`config.mk`:
```
export PLATFORM = sky130hd
export DESIGN_NAME = instruction_prefetch_queue_flat
export DESIGN_NICKNAME = d
export VERILOG_FILES = /design/src/rtl/instruction_prefetch_queue_if.sv /design/src/rtl/instruction_prefetch_queue.sv /design/src/flat_wrapper.sv
export SDC_FILE = /design/constraint.sdc
export NUM_CORES = 1
export LEC_CHECK = 0
export CORE_MARGIN = 2
export CORE_UTILIZATION = 50
export DETAILED_ROUTE_END_ITERATION = 12
export PLACE_DENSITY = 0.74
export SLEW_MARGIN = 20
export SYNTH_ARGS = -nofsm -noshare
export SYNTH_HDL_FRONTEND = slang
export SYNTH_SLANG_ARGS = --single-unit
```
`constraint.sdc`:
```
create_clock -name Clock -period 26.4 [get_ports Clock]
set_input_delay 7.92 -clock Clock [delete_from_list [all_inputs] [get_ports Clock]]
set_output_delay 7.92 -clock Clock [all_outputs]
set_load 0.01 [all_outputs]
```
`src/rtl/instruction_prefetch_queue_if.sv`:
```
// rtl/instruction_prefetch_queue_if.sv - ROM fetch, redirect and decode-side signals of the prefetch queue
interface instruction_prefetch_queue_if #(
    parameter int ROM_ADDRESS_WIDTH = 16,
    parameter int INSTRUCTION_WIDTH = 64
);
    logic                         iTrigger;
    logic [ROM_ADDRESS_WIDTH-1:0] iInitialCodeAddress;
    logic [ROM_ADDRESS_WIDTH-1:0] oIP;
    logic                         oFetchEnable;
    logic [INSTRUCTION_WIDTH-1:0] iInstruction;
    logic                         iBranchTaken;
    logic [ROM_ADDRESS_WIDTH-1:0] iBranchTarget;
    logic [INSTRUCTION_WIDTH-1:0] oInstruction;
    logic [ROM_ADDRESS_WIDTH-1:0] oInstructionIP;
    logic                         oInstructionAvailable;
    logic                         iInstructionRead;
    logic                         oBusy;
    logic                         oDone;
    logic                         oReturnCode;

    modport slave (
        input  iTrigger, iInitialCodeAddress, iInstruction, iBranchTaken, iBranchTarget, iInstructionRead,
        output oIP, oFetchEnable, oInstruction, oInstructionIP, oInstructionAvailable, oBusy, oDone, oReturnCode
    );

    modport master (
        output iTrigger, iInitialCodeAddress, iInstruction, iBranchTaken, iBranchTarget, iInstructionRead,
        input  oIP, oFetchEnable, oInstruction, oInstructionIP, oInstructionAvailable, oBusy, oDone, oReturnCode
    );
endinterface

```
`src/rtl/instruction_prefetch_queue.sv`:
```
// rtl/instruction_prefetch_queue.sv - DEPTH-entry instruction prefetch queue with redirect and EXIT detection
module instruction_prefetch_queue #(
    parameter int                   ROM_ADDRESS_WIDTH = 16,
    parameter int                   INSTRUCTION_WIDTH = 64,
    parameter int                   OP_LENGTH         = 16,
    parameter int                   DEPTH             = 4,
    parameter logic [OP_LENGTH-1:0] EXIT_OPCODE       = 16'h0001
) (
    input  logic                          Clock,
    input  logic                          Reset,
    instruction_prefetch_queue_if.slave   bus
);
    localparam int          PW   = $clog2(DEPTH);
    localparam logic [PW:0] FULL = (PW+1)'(DEPTH);

    typedef enum logic [1:0] {IDLE, FETCH, DRAIN} state_t;

    state_t                         state_q, state_d;
    logic [ROM_ADDRESS_WIDTH-1:0]   pc_q, pc_d, req_ip_q, req_ip_d;
    logic                           inflight_q, inflight_d;
    logic [PW-1:0]                  head_q, head_d, tail_q, tail_d;
    logic [PW:0]                    count_q, count_d;
    logic                           done_q, done_d, rc_q, rc_d;
    logic [INSTRUCTION_WIDTH-1:0]   word_q [DEPTH];
    logic [ROM_ADDRESS_WIDTH-1:0]   ip_q   [DEPTH];

    logic                           fetch, write, pop, flush, wr_en;
    logic                           rtn_exit, head_exit;
    logic [PW:0]                    pending;
    logic [INSTRUCTION_WIDTH-1:0]   head_word;

    assign head_word = word_q[head_q];
    assign head_exit = head_word[INSTRUCTION_WIDTH-1 -: OP_LENGTH] == EXIT_OPCODE;
    // An EXIT word arriving this cycle already blocks the next request.
    assign rtn_exit  = inflight_q && (bus.iInstruction[INSTRUCTION_WIDTH-1 -: OP_LENGTH] == EXIT_OPCODE);
    assign pending   = count_q + (PW+1)'(inflight_q);

    always_comb begin
        state_d    = state_q;
        pc_d       = pc_q;
        req_ip_d   = req_ip_q;
        done_d     = 1'b0;
        rc_d       = rc_q;
        flush      = 1'b0;
        fetch      = (state_q == FETCH) && !bus.iTrigger && !bus.iBranchTaken
                     && (pending < FULL) && !rtn_exit;
        pop        = (state_q != IDLE) && (count_q != '0) && bus.iInstructionRead;
        write      = (state_q != IDLE) && inflight_q;
        inflight_d = fetch;
        if (fetch) begin
            req_ip_d = pc_q;
            pc_d     = pc_q + 1'b1;
        end
        if (write && rtn_exit && state_q == FETCH)
            state_d = DRAIN;
        if (state_q == DRAIN && pop && head_exit) begin
            done_d  = 1'b1;
            rc_d    = head_word[0];
            state_d = IDLE;
            flush   = 1'b1;
        end
        // A redirect means any EXIT seen so far was on a wrong path.
        if (state_q != IDLE && bus.iBranchTaken) begin
            flush   = 1'b1;
            pc_d    = bus.iBranchTarget;
            state_d = FETCH;
            done_d  = 1'b0;
            rc_d    = rc_q;
        end
        if (bus.iTrigger) begin
            flush   = 1'b1;
            pc_d    = bus.iInitialCodeAddress;
            state_d = FETCH;
            done_d  = 1'b0;
            rc_d    = 1'b0;
        end
        wr_en   = write && !flush;
        head_d  = head_q + PW'(pop);
        tail_d  = tail_q + PW'(write);
        count_d = count_q + (PW+1)'(write) - (PW+1)'(pop);
        if (flush) begin
            head_d     = '0;
            tail_d     = '0;
            count_d    = '0;
            inflight_d = 1'b0;
        end
    end

    always_ff @(posedge Clock or posedge Reset) begin
        if (Reset) begin
            state_q    <= IDLE;
            pc_q       <= '0;
            req_ip_q   <= '0;
            inflight_q <= 1'b0;
            head_q     <= '0;
            tail_q     <= '0;
            count_q    <= '0;
            done_q     <= 1'b0;
            rc_q       <= 1'b0;
            for (int i = 0; i < DEPTH; i++) begin
                word_q[i] <= '0;
                ip_q[i]   <= '0;
            end
        end else begin
            state_q    <= state_d;
            pc_q       <= pc_d;
            req_ip_q   <= req_ip_d;
            inflight_q <= inflight_d;
            head_q     <= head_d;
            tail_q     <= tail_d;
            count_q    <= count_d;
            done_q     <= done_d;
            rc_q       <= rc_d;
            if (wr_en) begin
                word_q[tail_q] <= bus.iInstruction;
                ip_q[tail_q]   <= req_ip_q;
            end
        end
    end

    assign bus.oIP                   = pc_q;
    assign bus.oFetchEnable          = fetch;
    assign bus.oInstruction          = head_word;
    assign bus.oInstructionIP        = ip_q[head_q];
    assign bus.oInstructionAvailable = count_q != '0;
    assign bus.oBusy                 = state_q != IDLE;
    assign bus.oDone                 = done_q;
    assign bus.oReturnCode           = rc_q;
endmodule
```
`src/flat_wrapper.sv`:
```
// flat-port wrapper written by rule: the top's interface ports become plain ports
module instruction_prefetch_queue_flat 
#(
    parameter int                   ROM_ADDRESS_WIDTH = 16,
    parameter int                   INSTRUCTION_WIDTH = 64,
    parameter int                   OP_LENGTH         = 16,
    parameter int                   DEPTH             = 4,
    parameter logic [OP_LENGTH-1:0] EXIT_OPCODE       = 16'h0001
)
  (Clock, Reset, bus_iTrigger, bus_iInitialCodeAddress, bus_iInstruction, bus_iBranchTaken, bus_iBranchTarget, bus_iInstructionRead, bus_oIP, bus_oFetchEnable, bus_oInstruction, bus_oInstructionIP, bus_oInstructionAvailable, bus_oBusy, bus_oDone, bus_oReturnCode);
  instruction_prefetch_queue_if #(.ROM_ADDRESS_WIDTH(ROM_ADDRESS_WIDTH), .INSTRUCTION_WIDTH(INSTRUCTION_WIDTH)) bus_i ();
  input  logic Clock;
  input  logic Reset;
  input wire logic [$bits(bus_i.iTrigger)-1:0] bus_iTrigger;
  input wire logic [$bits(bus_i.iInitialCodeAddress)-1:0] bus_iInitialCodeAddress;
  input wire logic [$bits(bus_i.iInstruction)-1:0] bus_iInstruction;
  input wire logic [$bits(bus_i.iBranchTaken)-1:0] bus_iBranchTaken;
  input wire logic [$bits(bus_i.iBranchTarget)-1:0] bus_iBranchTarget;
  input wire logic [$bits(bus_i.iInstructionRead)-1:0] bus_iInstructionRead;
  output wire logic [$bits(bus_i.oIP)-1:0] bus_oIP;
  output wire logic [$bits(bus_i.oFetchEnable)-1:0] bus_oFetchEnable;
  output wire logic [$bits(bus_i.oInstruction)-1:0] bus_oInstruction;
  output wire logic [$bits(bus_i.oInstructionIP)-1:0] bus_oInstructionIP;
  output wire logic [$bits(bus_i.oInstructionAvailable)-1:0] bus_oInstructionAvailable;
  output wire logic [$bits(bus_i.oBusy)-1:0] bus_oBusy;
  output wire logic [$bits(bus_i.oDone)-1:0] bus_oDone;
  output wire logic [$bits(bus_i.oReturnCode)-1:0] bus_oReturnCode;
  assign bus_i.iTrigger = bus_iTrigger;
  assign bus_i.iInitialCodeAddress = bus_iInitialCodeAddress;
  assign bus_i.iInstruction = bus_iInstruction;
  assign bus_i.iBranchTaken = bus_iBranchTaken;
  assign bus_i.iBranchTarget = bus_iBranchTarget;
  assign bus_i.iInstructionRead = bus_iInstructionRead;
  assign bus_oIP = bus_i.oIP;
  assign bus_oFetchEnable = bus_i.oFetchEnable;
  assign bus_oInstruction = bus_i.oInstruction;
  assign bus_oInstructionIP = bus_i.oInstructionIP;
  assign bus_oInstructionAvailable = bus_i.oInstructionAvailable;
  assign bus_oBusy = bus_i.oBusy;
  assign bus_oDone = bus_i.oDone;
  assign bus_oReturnCode = bus_i.oReturnCode;
  instruction_prefetch_queue #(.ROM_ADDRESS_WIDTH(ROM_ADDRESS_WIDTH), .INSTRUCTION_WIDTH(INSTRUCTION_WIDTH), .OP_LENGTH(OP_LENGTH), .DEPTH(DEPTH), .EXIT_OPCODE(EXIT_OPCODE)) u_core (.Clock(Clock), .Reset(Reset), .bus(bus_i));
endmodule
```
# --- After elaboration in Yosys (flattened, before gate mapping) ---
# Cells that the tools add are included.
word_totals:
  register_bits: 364
  inputBits: 101
  output_inout_bits: 101
  wordCells: 90
classes:
  addsub: 6
  n_lt_le_gt_ge: 4
  eq_ne: 5
  n_mux: 31
  bitwise: 2
  reduce_logical: 25
op_table:
  columns: ["op", "n"]
  rows:
  - ["$bwmux W256", 1]
  - ["$mux W64", 3]
  - ["$bmux W64 S2", 1]
  - ["$demux W64 S2", 1]
  - ["$mux W16", 6]
  - ["$bwmux W64", 1]
  - ["$bmux W16 S2", 1]
  - ["$demux W16 S2", 1]
  - ["$eq A16 B1 Y1 const B", 2]
  - ["$add A16 B1 Y16 const B", 1]
  - ["$logic_and A1 B1 Y1", 15]
  - ["$mux W2", 6]
  - ["$mux W1", 9]
  - ["$add A3 B1 Y3", 2]
  - ["$ge A3 B3 Y1 const B", 2]
  - ["$not A2 Y3", 2]
  - ["$reduce_bool A3 Y1", 2]
  - ["$add A2 B1 Y2", 2]
  - ["$logic_not A1 Y1", 4]
  - ["$reduce_bool A2 Y1", 2]
  - ["$reduce_bool A4 Y1", 1]
  - ["$lt A3 B1 Y1 const B", 1]
  - ["$lt A3 B3 Y1 const B", 1]
  - ["$mux W3", 1]
  - ["5 further kinds", 5]

# --- Longest topological paths before layout ---
# Gate-level depths: netlist (run 1).
depth:
  ltp_word: 11
  mapped_depth: 10
  mapped_depth_nobuf: 10

# --- Worst setup path before layout (run 1) ---
# Ideal clock, no wire load.
synth_timing:
  kind: "input-to-output"
  from: "in bus_iTrigger"
  to: "out bus_oFetchEnable"
  arrival_time_ns: 9.199
  t_required_ns: 18.480
  path_slack_ns: 9.281
  path_stages: 6
  path_buffers: 2
  path_cell_list: "clkbuf_1 -> nor4b_1 -> and2_1 -> nand2_1 -> inv_1 -> buf_1"
synth_between:
  elab_chain_len: 5
synth_lines:
  columns: ["element", "line", "text"]
  rows:
  - ["from (decl)", "flat_wrapper.sv:14", "input wire logic [$bits(bus_i.iTrigger)-1:0] bus_iTrigger;"]
  - ["$logic_not A1 Y1", "instruction_prefetch_queue.sv:45", "fetch = (state_q == FETCH) && !bus.iTrigger && !bus.iBranchTaken"]
  - ["$logic_and A1 B1 Y1 (2 in a row)", "instruction_prefetch_queue.sv:45", null]
  - ["$logic_and A1 B1 Y1 (2 in a row)", "instruction_prefetch_queue.sv:46", "&& (pending < FULL) && !rtn_exit;"]
  - ["to (decl)", "flat_wrapper.sv:21", "output wire logic [$bits(bus_i.oFetchEnable)-1:0] bus_oFetchEnable;"]
# Every way passes these cells.

# --- Worst setup path in the final report (run 1) ---
layout_timing:
  from: "in bus_iInstruction[50]"
  to: "out bus_oFetchEnable"
layout_between:
  elab_chain_len: 4
layout_lines:
  columns: ["element", "line", "text"]
  rows:
  - ["from (decl)", "flat_wrapper.sv:16", "input wire logic [$bits(bus_i.iInstruction)-1:0] bus_iInstruction;"]
  - ["$eq A16 B1 Y1", "instruction_prefetch_queue.sv:35", "assign rtn_exit = inflight_q && (bus.iInstruction[INSTRUCTION_WIDTH-1 -: OP_LENGTH] == EXIT_OPCODE);"]
  - ["$logic_and A1 B1 Y1", "instruction_prefetch_queue.sv:35", null]
  - ["$logic_not A1 Y1", "instruction_prefetch_queue.sv:46", null]
  - ["$logic_and A1 B1 Y1", "instruction_prefetch_queue.sv:46", null]
# Every way passes these cells.

==> impl_metrics.ini, run 1 <==
[critical_path]
cp_num_buf_inv = 3
crit_fanout = 34
cp.required_ns = 18.48
crit_path_start_kind = primary input
cp-end-kind = output pin
slowest_delay_ns = 0.75
path_depth = 7
reg2reg_slack_ns = 21.80
crit_top_cell = clkdlybuf4s50_1
path_cells = clkdlybuf4s50_1 > nor4_1 > nand3b_1 > or3_1 > nand2_1 > inv_1 > clkdlybuf4s50_1
critPathTopFamily = simple AND/OR/NAND/NOR gates
slowest_stage = nand2_1
critPathKind = primary input to output pin
r2r_cells = 7
crit_arrival_ns = 11.25

[timing]
finalCritPeriodShare = 0.726
fin_crit_ns = 19.17
hold_violations = 0
setup_tns_ns = 0
max_slew_margin = 0.330
fmax_ghz = 0.0522
finalSetupViolations = 0
slew_viol_final = 0
worst_pin_slew_ns = 0.999
fin_worst_skew_ns = 0.0162
rsz0062_at_grt = false

[cts]
clockRootBuffer = clkbuf_16
numCtsBuffers = 39
clkTransAtPathRegs_ns = 0.06
cts_sinks = 364
htree_levels = 2
clock_tree.buffer_depth = 3
cts_hold_buf = 0
cts_resized = 0
clk_latency_ns = 0.52
cts_setup_buffers = 0
cts_tree = done

[grt]
grt_pass1_wl_mm = 56.6
grt_usage = 0.209
grt_start_max_net_pins = 168
antenna_found_initial = 0
grt_overflow = 0
grt_pass1_vias = 10300

[synthesis]
synth.net_count = 1168
synth_cells = 1061
async_reset_ff_frac = 1.00
ys.warnings.count = 0
syn_avg_cell_area_um2 = 15.6
synth_top_area_cell = dfrtp_1
synth_cell_type_count = 47
synth_common_cells = dfrtp_1, mux2_2, mux2_4, mux4_2, nand2_1
yosys_register_bits = 364
ys.flop_type = dfrtp_1
synth.top_cell.area_share = 0.549
yosysSeqAreaShare = 0.549
synth_edf_count = 0
syn-cell-area_um2 = 16600
synth.most_common_cell = dfrtp_1
ys_top_cells_by_area = dfrtp_1, mux2_2, mux4_2, mux2_4, nand2_1

[final_layout]
nFillCells = 2491
num_antenna_cells = 0
drive_gt1_frac = 0.372
final_nets = 1358
area_delta_synth_final_pct = 20.9

[drt]
wl_per_cell_um = 20.5
via_count = 9617
drc = 0
post_drt_via_cell_ratio = 5.60
drt_wl_total_mm = 35.1
initialDrtViolationCount = 580
antenna_left = 0
firstDrtPassIters = 5

[die]
die-area_um2 = 34600
row_count = 66
ios = 202
coreArea_um2 = 32600
die_w_um = 186
die_h_um = 186
initial_core_util = 0.508

[flow_run]
max-cap-violations = 0

[power]
finalPower_mw = 1.44
ir_drop_uv = 39.5
leakagePower_nw = 9.34
power_per_cell_area_nw_per_um2 = 71.7

[placed_design]
gp_congestion = 0.774
io_buffer_count = 201
dp_hpwl_mm = 21.4

[hold_path]
worstHoldPathCells = 1
hold_path_class = register to register

[outcome]
status = finished, final reports clean
cell type report:
class	count	area (um^2)	area share
multi-input cells	623	6990	0.349
clock inverters	8	105	0.00524
clock buffers	56	1130	0.0564
well taps	442	553	0.0276
repair buffers	212	2100	0.105
flip-flops and latches	364	9120	0.455
inverters	11	48.8	0.00243
sequential cells by signal (all words and copies together), names as in the netlist:
name,count
u_core.bus.oReturnCode,1
u_core.count_q,3
u_core.req_ip_q,16
u_core.bus.oIP,16
u_core.tail_q,2
u_core.word_q,256
u_core.state_q,2
u_core.inflight_q,1
u_core.ip_q,64
u_core.head_q,2
u_core.bus.oDone,1
layer usage:
layer	vias up	wire, um	GRT usage
li1	4302	-	-
met1	4987	16000	0.301
met2	282	16300	0.329
met3	46	2200	0.0473
met4	0	550	0.0454
met5	-	0	0
final timing paths:
check	startpoint	to
worst max-delay path	bus_iInstruction[50]	bus_oFetchEnable
worst min-delay path	u_core.word_q[219]$_DFFE_PP0P_	u_core.word_q[219]$_DFFE_PP0P_
worst max register to register	u_core.head_q[0]$_DFF_PP0_	u_core.word_q[113]$_DFFE_PP0P_
worst min register to register	u_core.word_q[219]$_DFFE_PP0P_	u_core.word_q[219]$_DFFE_PP0P_
max in group asynchronous	Reset	u_core.word_q[225]$_DFFE_PP0P_
min in group asynchronous	Reset	u_core.word_q[205]$_DFFE_PP0P_
per-stage QoR:
step	utilization	hold WS (ns)	area, um^2	cells	worst slack, ns
5_1_grt	0.615	0.513	20000	1716	7.00
6_report	0.615	0.498	20000	1716	7.23
4_1_cts	0.615	0.499	20000	1716	6.93
3_3_place_gp	0.577	0.472	18800	1652	7.05
2_1_floorplan	-	0.459	16600	1061	8.38
3_5_place_dp	0.577	0.486	18800	1652	6.94
kinds of logic (layout without fill, tap and decap cells):
family / count (synthesis) / after routing / synth area share
buffers and inverters: 74 / 287 / 0.0303
xor gates and xnor gates: 5 / 5 / 0.00264
DFF: 364 / 364 / 0.549
and+or+nand+nor: 134 / 134 / 0.0429
adders and majority gates: 6 / 6 / 0.00498
muxes: 402 / 402 / 0.345
AOI/OAI and AO/OA: 76 / 76 / 0.0246
cells in the final DEF, fill, tap and decap left out, types with 3 or more instances in the layout:
master             n
and3_1             4
mux2_1             6
clkbuf_8           7
o21ai_0           22
nand2_1           61
nand4_1            4
and2_1             3
mux4_2            80
mux2_4            80
clkdlybuf4s50_1  200
clkbuf_1           9
ha_1               5
nor3_1             4
inv_1             10
nor2_1            14
nand2b_1           4
nor3b_1           14
buf_4             10
mux2_2           235
xnor2_1            3
o31ai_1            4
dfrtp_1          362
clkbuf_16         40
clkinv_2           4
a21oi_1           43
nor4_1             4
nand3_1            7
report_power, final:
group	switching [mW]	total, mW	internal [mW]
Clock	0.214	0.530	0.316
Combinational	0.102	0.260	0.158
Sequential	0.0356	0.649	0.613
Total	0.351	1.44	1.09
(Power assumes the default switching activity.)
==> run 2, diff against run 1 <==
Clock period 26.4 ns to 17.8 ns, I/O delays scaled along.
==> impl_metrics.ini, run 2 (synthesized netlist as in run 1, its figures left out) <==
[final_layout]
top_regs = u_core.word_q: 256 flops, u_core.ip_q: 64 flops
final_nets = 1358
num_antenna_cells = 0
final-instance-count-excl-fill = 1723
largest_reg_flops = 256
regMostFlops = u_core.word_q
area_delta_synth_final_pct = 22.2
layout_common_cells = dfrtp_1, mux2_2, clkdlybuf4s50_1
final_common_cell = dfrtp_1
final_util = 0.621
nFillCells = 2425
fin_area_um2 = 20300
drive_gt1_frac = 0.377

[die]
die-area_um2 = 34600
coreArea_um2 = 32600
row_count = 66
die_h_um = 186
initial_core_util = 0.508
ios = 202
die_w_um = 186

[drt]
firstDrtPassIters = 5
drt_wl_total_mm = 35.5
via_count = 9687
wl_per_cell_um = 20.6
drc = 0
antenna_left = 0
post_drt_via_cell_ratio = 5.62
initialDrtViolationCount = 580

[outcome]
status = finished, final reports clean

[critical_path]
cp-end-kind = output pin
crit_path_start_kind = primary input
r2r-start = u_core.head_q[0]$_DFF_PP0_
crit_fanout = 36
crit_arrival_ns = 8.97
cp.required_ns = 12.46
critPathKind = primary input to output pin
crit_path_start = bus_iTrigger

[placed_design]
dp.cells = 1651
gp_congestion = 0.806
place_ws_ns = 3.52
post_dp_cell_area_um2 = 18800
dp_hpwl_mm = 21.3
io_buffer_count = 201

[timing]
slew_viol_final = 0
worst_slack_ns = 3.49
finalSetupViolations = 0
fin_worst_skew_ns = 0.0190
fmax_ghz = 0.0699
hold_violations = 0
worst_pin_slew_ns = 1.09
timing.hold.ws_ns = 0.494
setup_tns_ns = 0
rsz0062_at_grt = false
fin_crit_ns = 14.31
finalCritPeriodShare = 0.804
max_slew_margin = 0.269

[cts]
cts_tree = done
cts_sinks = 364
clkTransAtPathRegs_ns = 0.06
cts_resized = 0
clk_latency_ns = 0.53
clockRootBuffer = clkbuf_16
cts_hold_buf = 0
htree_levels = 2
numCtsBuffers = 40
clock_tree.buffer_depth = 3
cts_setup_buffers = 0

[power]
leakagePower_nw = 9.44
power_per_cell_area_nw_per_um2 = 111
ir_drop_uv = 59.0
finalPower_mw = 2.26

[grt]
grt_pass1_vias = 10200
antenna_found_initial = 0
grt_start_max_net_pins = 182
grt_usage = 0.212
grt_overflow = 0
grt_pass1_wl_mm = 57.1

[hold_path]
hold_path_class = register to register
hold_path.startpoint = u_core.word_q[220]$_DFFE_PP0P_

[flow_run]
max-cap-violations = 0
-- run 2: worst max-delay path, stage by stage --
cell and delay (ns):
clkdlybuf4s50_1 0.95, nor4b_1 0.58, and2_1 0.24, nand2_1 0.57, inv_1 0.63, clkdlybuf4s50_1 0.64
-- run 2: area by class of cell --
class / instances / area, um^2 / share of cell area
flip-flops and latches: 364 / 9120 / 0.450
inverters: 11 / 48.8 / 0.00241
clock buffers: 54 / 1150 / 0.0570
clock inverters: 18 / 309 / 0.0152
multi-input cells: 623 / 6990 / 0.345
well taps: 442 / 553 / 0.0273
repair buffers: 211 / 2100 / 0.104
-- run 2: routing by layer --
metal  part of all wire  wire length [um]  track usage  vias up
li1                   -                 -            -     4324
met1               0.46             16300        0.303     5059
met2               0.47             16700        0.338      248
met3              0.049              1750       0.0411       56
met4              0.021               752       0.0532        0
met5                  0                 0            0        -
-- run 2: worst paths after layout --
check / to / slack, ns / depth (start not counted)
setup / recovery: bus_oFetchEnable / 3.49 / 6
hold / removal: u_core.word_q[220]$_DFFE_PP0P_ / 0.49 / 1
setup reg to reg: u_core.word_q[55]$_DFFE_PP0P_ / 12.88 / 7
hold reg to reg: u_core.word_q[220]$_DFFE_PP0P_ / 0.49 / 1
max in group asynchronous: u_core.ip_q[0]$_DFFE_PP0P_ / 10.88 / 3
min in group asynchronous: u_core.word_q[204]$_DFFE_PP0P_ / 5.39 / 2
-- run 2: report_power, final --
part | leakage (nW) | switching (mW) | total [mW] | internal (mW)
Sequential | 4.88 | 0.0537 | 0.963 | 0.909
Clock | 0.711 | 0.336 | 0.909 | 0.572
Combinational | 3.85 | 0.151 | 0.386 | 0.235
Total | 9.44 | 0.541 | 2.26 | 1.72
==> run 3, diff against run 2 <==
Settings changed: PLACE_DENSITY 0.74 to 0.77.
Clock period 17.8 ns to 12.3 ns, I/O delays scaled along.
==> impl_metrics.ini, run 3 (synthesized netlist as in run 1, its figures left out) <==
[outcome]
status = finished, final reports clean

[critical_path]
path_depth = 7
crit_path_start_kind = primary input
crit_fanout = 36
reg2reg_slack_ns = 7.37
critPathKind = primary input to output pin
crit_path_start = bus_iTrigger
path_cells = clkdlybuf4s50_1 > nor4b_1 > and2_1 > nand2_1 > buf_4 > inv_1 > clkdlybuf4s50_1
critPathTopFamily = buffers and inverters
r2r_cells = 7
slowest_delay_ns = 0.95
slowest_stage = clkdlybuf4s50_1
cp-end-kind = output pin
cp.required_ns = 8.61
cp_num_buf_inv = 4
crit_arrival_ns = 6.76
crit_path_end = bus_oFetchEnable
rr_endpoint = u_core.word_q[4]$_DFFE_PP0P_
r2r-start = u_core.head_q[0]$_DFF_PP0_
crit_top_cell = clkdlybuf4s50_1

[final_layout]
drive_gt1_frac = 0.376
num_antenna_cells = 0
nFillCells = 2387
final_common_cell = dfrtp_1
top_regs = u_core.word_q: 256 flops, u_core.ip_q: 64 flops
layout_common_cells = dfrtp_1, mux2_2, clkdlybuf4s50_1
final_nets = 1359
largest_reg_flops = 256
area_delta_synth_final_pct = 21.9
regMostFlops = u_core.word_q

[die]
row_count = 66
die-area_um2 = 34600
initial_core_util = 0.508
coreArea_um2 = 32600
die_w_um = 186
die_h_um = 186
ios = 202

[cts]
cts_tree = done
clock_tree.buffer_depth = 3
cts_resized = 0
clockRootBuffer = clkbuf_16
numCtsBuffers = 39
cts_hold_buf = 0
clk_latency_ns = 0.52
cts_sinks = 364
cts_setup_buffers = 0
htree_levels = 2
clkTransAtPathRegs_ns = 0.06

[placed_design]
gp_congestion = 0.795
dp_hpwl_mm = 21.5
place_ws_ns = 1.86
io_buffer_count = 201

[timing]
fin_worst_skew_ns = 0.0259
timing.hold.ws_ns = 0.487
worst_slack_ns = 1.85
max_slew_margin = 0.245
slew_viol_final = 0
setup_tns_ns = 0
fmax_ghz = 0.0957
hold_violations = 0
finalSetupViolations = 0
finalCritPeriodShare = 0.849
rsz0062_at_grt = false
fin_crit_ns = 10.45
worst_pin_slew_ns = 1.12

[drt]
drc = 0
antenna_left = 0
firstDrtPassIters = 4
post_drt_via_cell_ratio = 5.65
initialDrtViolationCount = 488
wl_per_cell_um = 20.6
via_count = 9749
drt_wl_total_mm = 35.5

[power]
power_per_cell_area_nw_per_um2 = 157
ir_drop_uv = 111
leakagePower_nw = 9.42

[grt]
grt_pass1_wl_mm = 56.6
antenna_found_initial = 0
grt_start_max_net_pins = 192
grt_pass1_vias = 10300
grt_usage = 0.209
grt_overflow = 0

[hold_path]
hold_path_class = register to register

[flow_run]
max-cap-violations = 0
==> run 3: layout make-up <==
cell class              count  area (um^2)  area share
repair buffers            213         2150       0.106
clock inverters            15          219      0.0108
inverters                  11         45.0     0.00223
flip-flops and latches    364         9120       0.451
clock buffers              56         1150      0.0569
well taps                 442          553      0.0274
multi-input cells         623         6990       0.346
==> run 3: how the worst min path moves through the flow <==
stage          cells after the start  slack [ns]                        endpoint                           start
3_5_place_dp                       1        0.48  u_core.word_q[220]$_DFFE_PP0P_  u_core.word_q[220]$_DFFE_PP0P_
3_3_place_gp                       1        0.47  u_core.word_q[220]$_DFFE_PP0P_  u_core.word_q[220]$_DFFE_PP0P_
5_1_grt                            1        0.50  u_core.word_q[145]$_DFFE_PP0P_  u_core.word_q[145]$_DFFE_PP0P_
6_report                           1        0.49  u_core.word_q[220]$_DFFE_PP0P_  u_core.word_q[220]$_DFFE_PP0P_
4_1_cts                            1        0.49  u_core.word_q[220]$_DFFE_PP0P_  u_core.word_q[220]$_DFFE_PP0P_
2_1_floorplan                      1        0.46  u_core.word_q[217]$_DFFE_PP0P_  u_core.word_q[217]$_DFFE_PP0P_
==> run 3: per-layer routing <==
| layer | track usage | part of all wire |
|---|---|---|
| met1 | 0.301 | 0.46 |
| met2 | 0.331 | 0.47 |
| met3 | 0.0460 | 0.055 |
| met4 | 0.0409 | 0.015 |
| met5 | 0 | 0 |
==> run 3: power by group <==
group	switching (mW)	internal, mW	total [mW]
Clock	0.470	0.759	1.23
Combinational	0.220	0.341	0.562
Sequential	0.0774	1.32	1.39
==> run 3: metrics by stage <==
| step | cell area (um^2) | utilization | total power, mW | cells |
|---|---|---|---|---|
| 2_1_floorplan | 16600 | - | 1.69 | 1061 |
| 3_3_place_gp | 18800 | 0.577 | 1.96 | 1652 |
| 3_5_place_dp | 18800 | 0.577 | 1.97 | 1652 |
| 4_1_cts | 20200 | 0.619 | 3.22 | 1723 |
| 5_1_grt | 20200 | 0.620 | 3.32 | 1724 |
| 6_report | 20200 | 0.620 | 3.18 | 1724 |
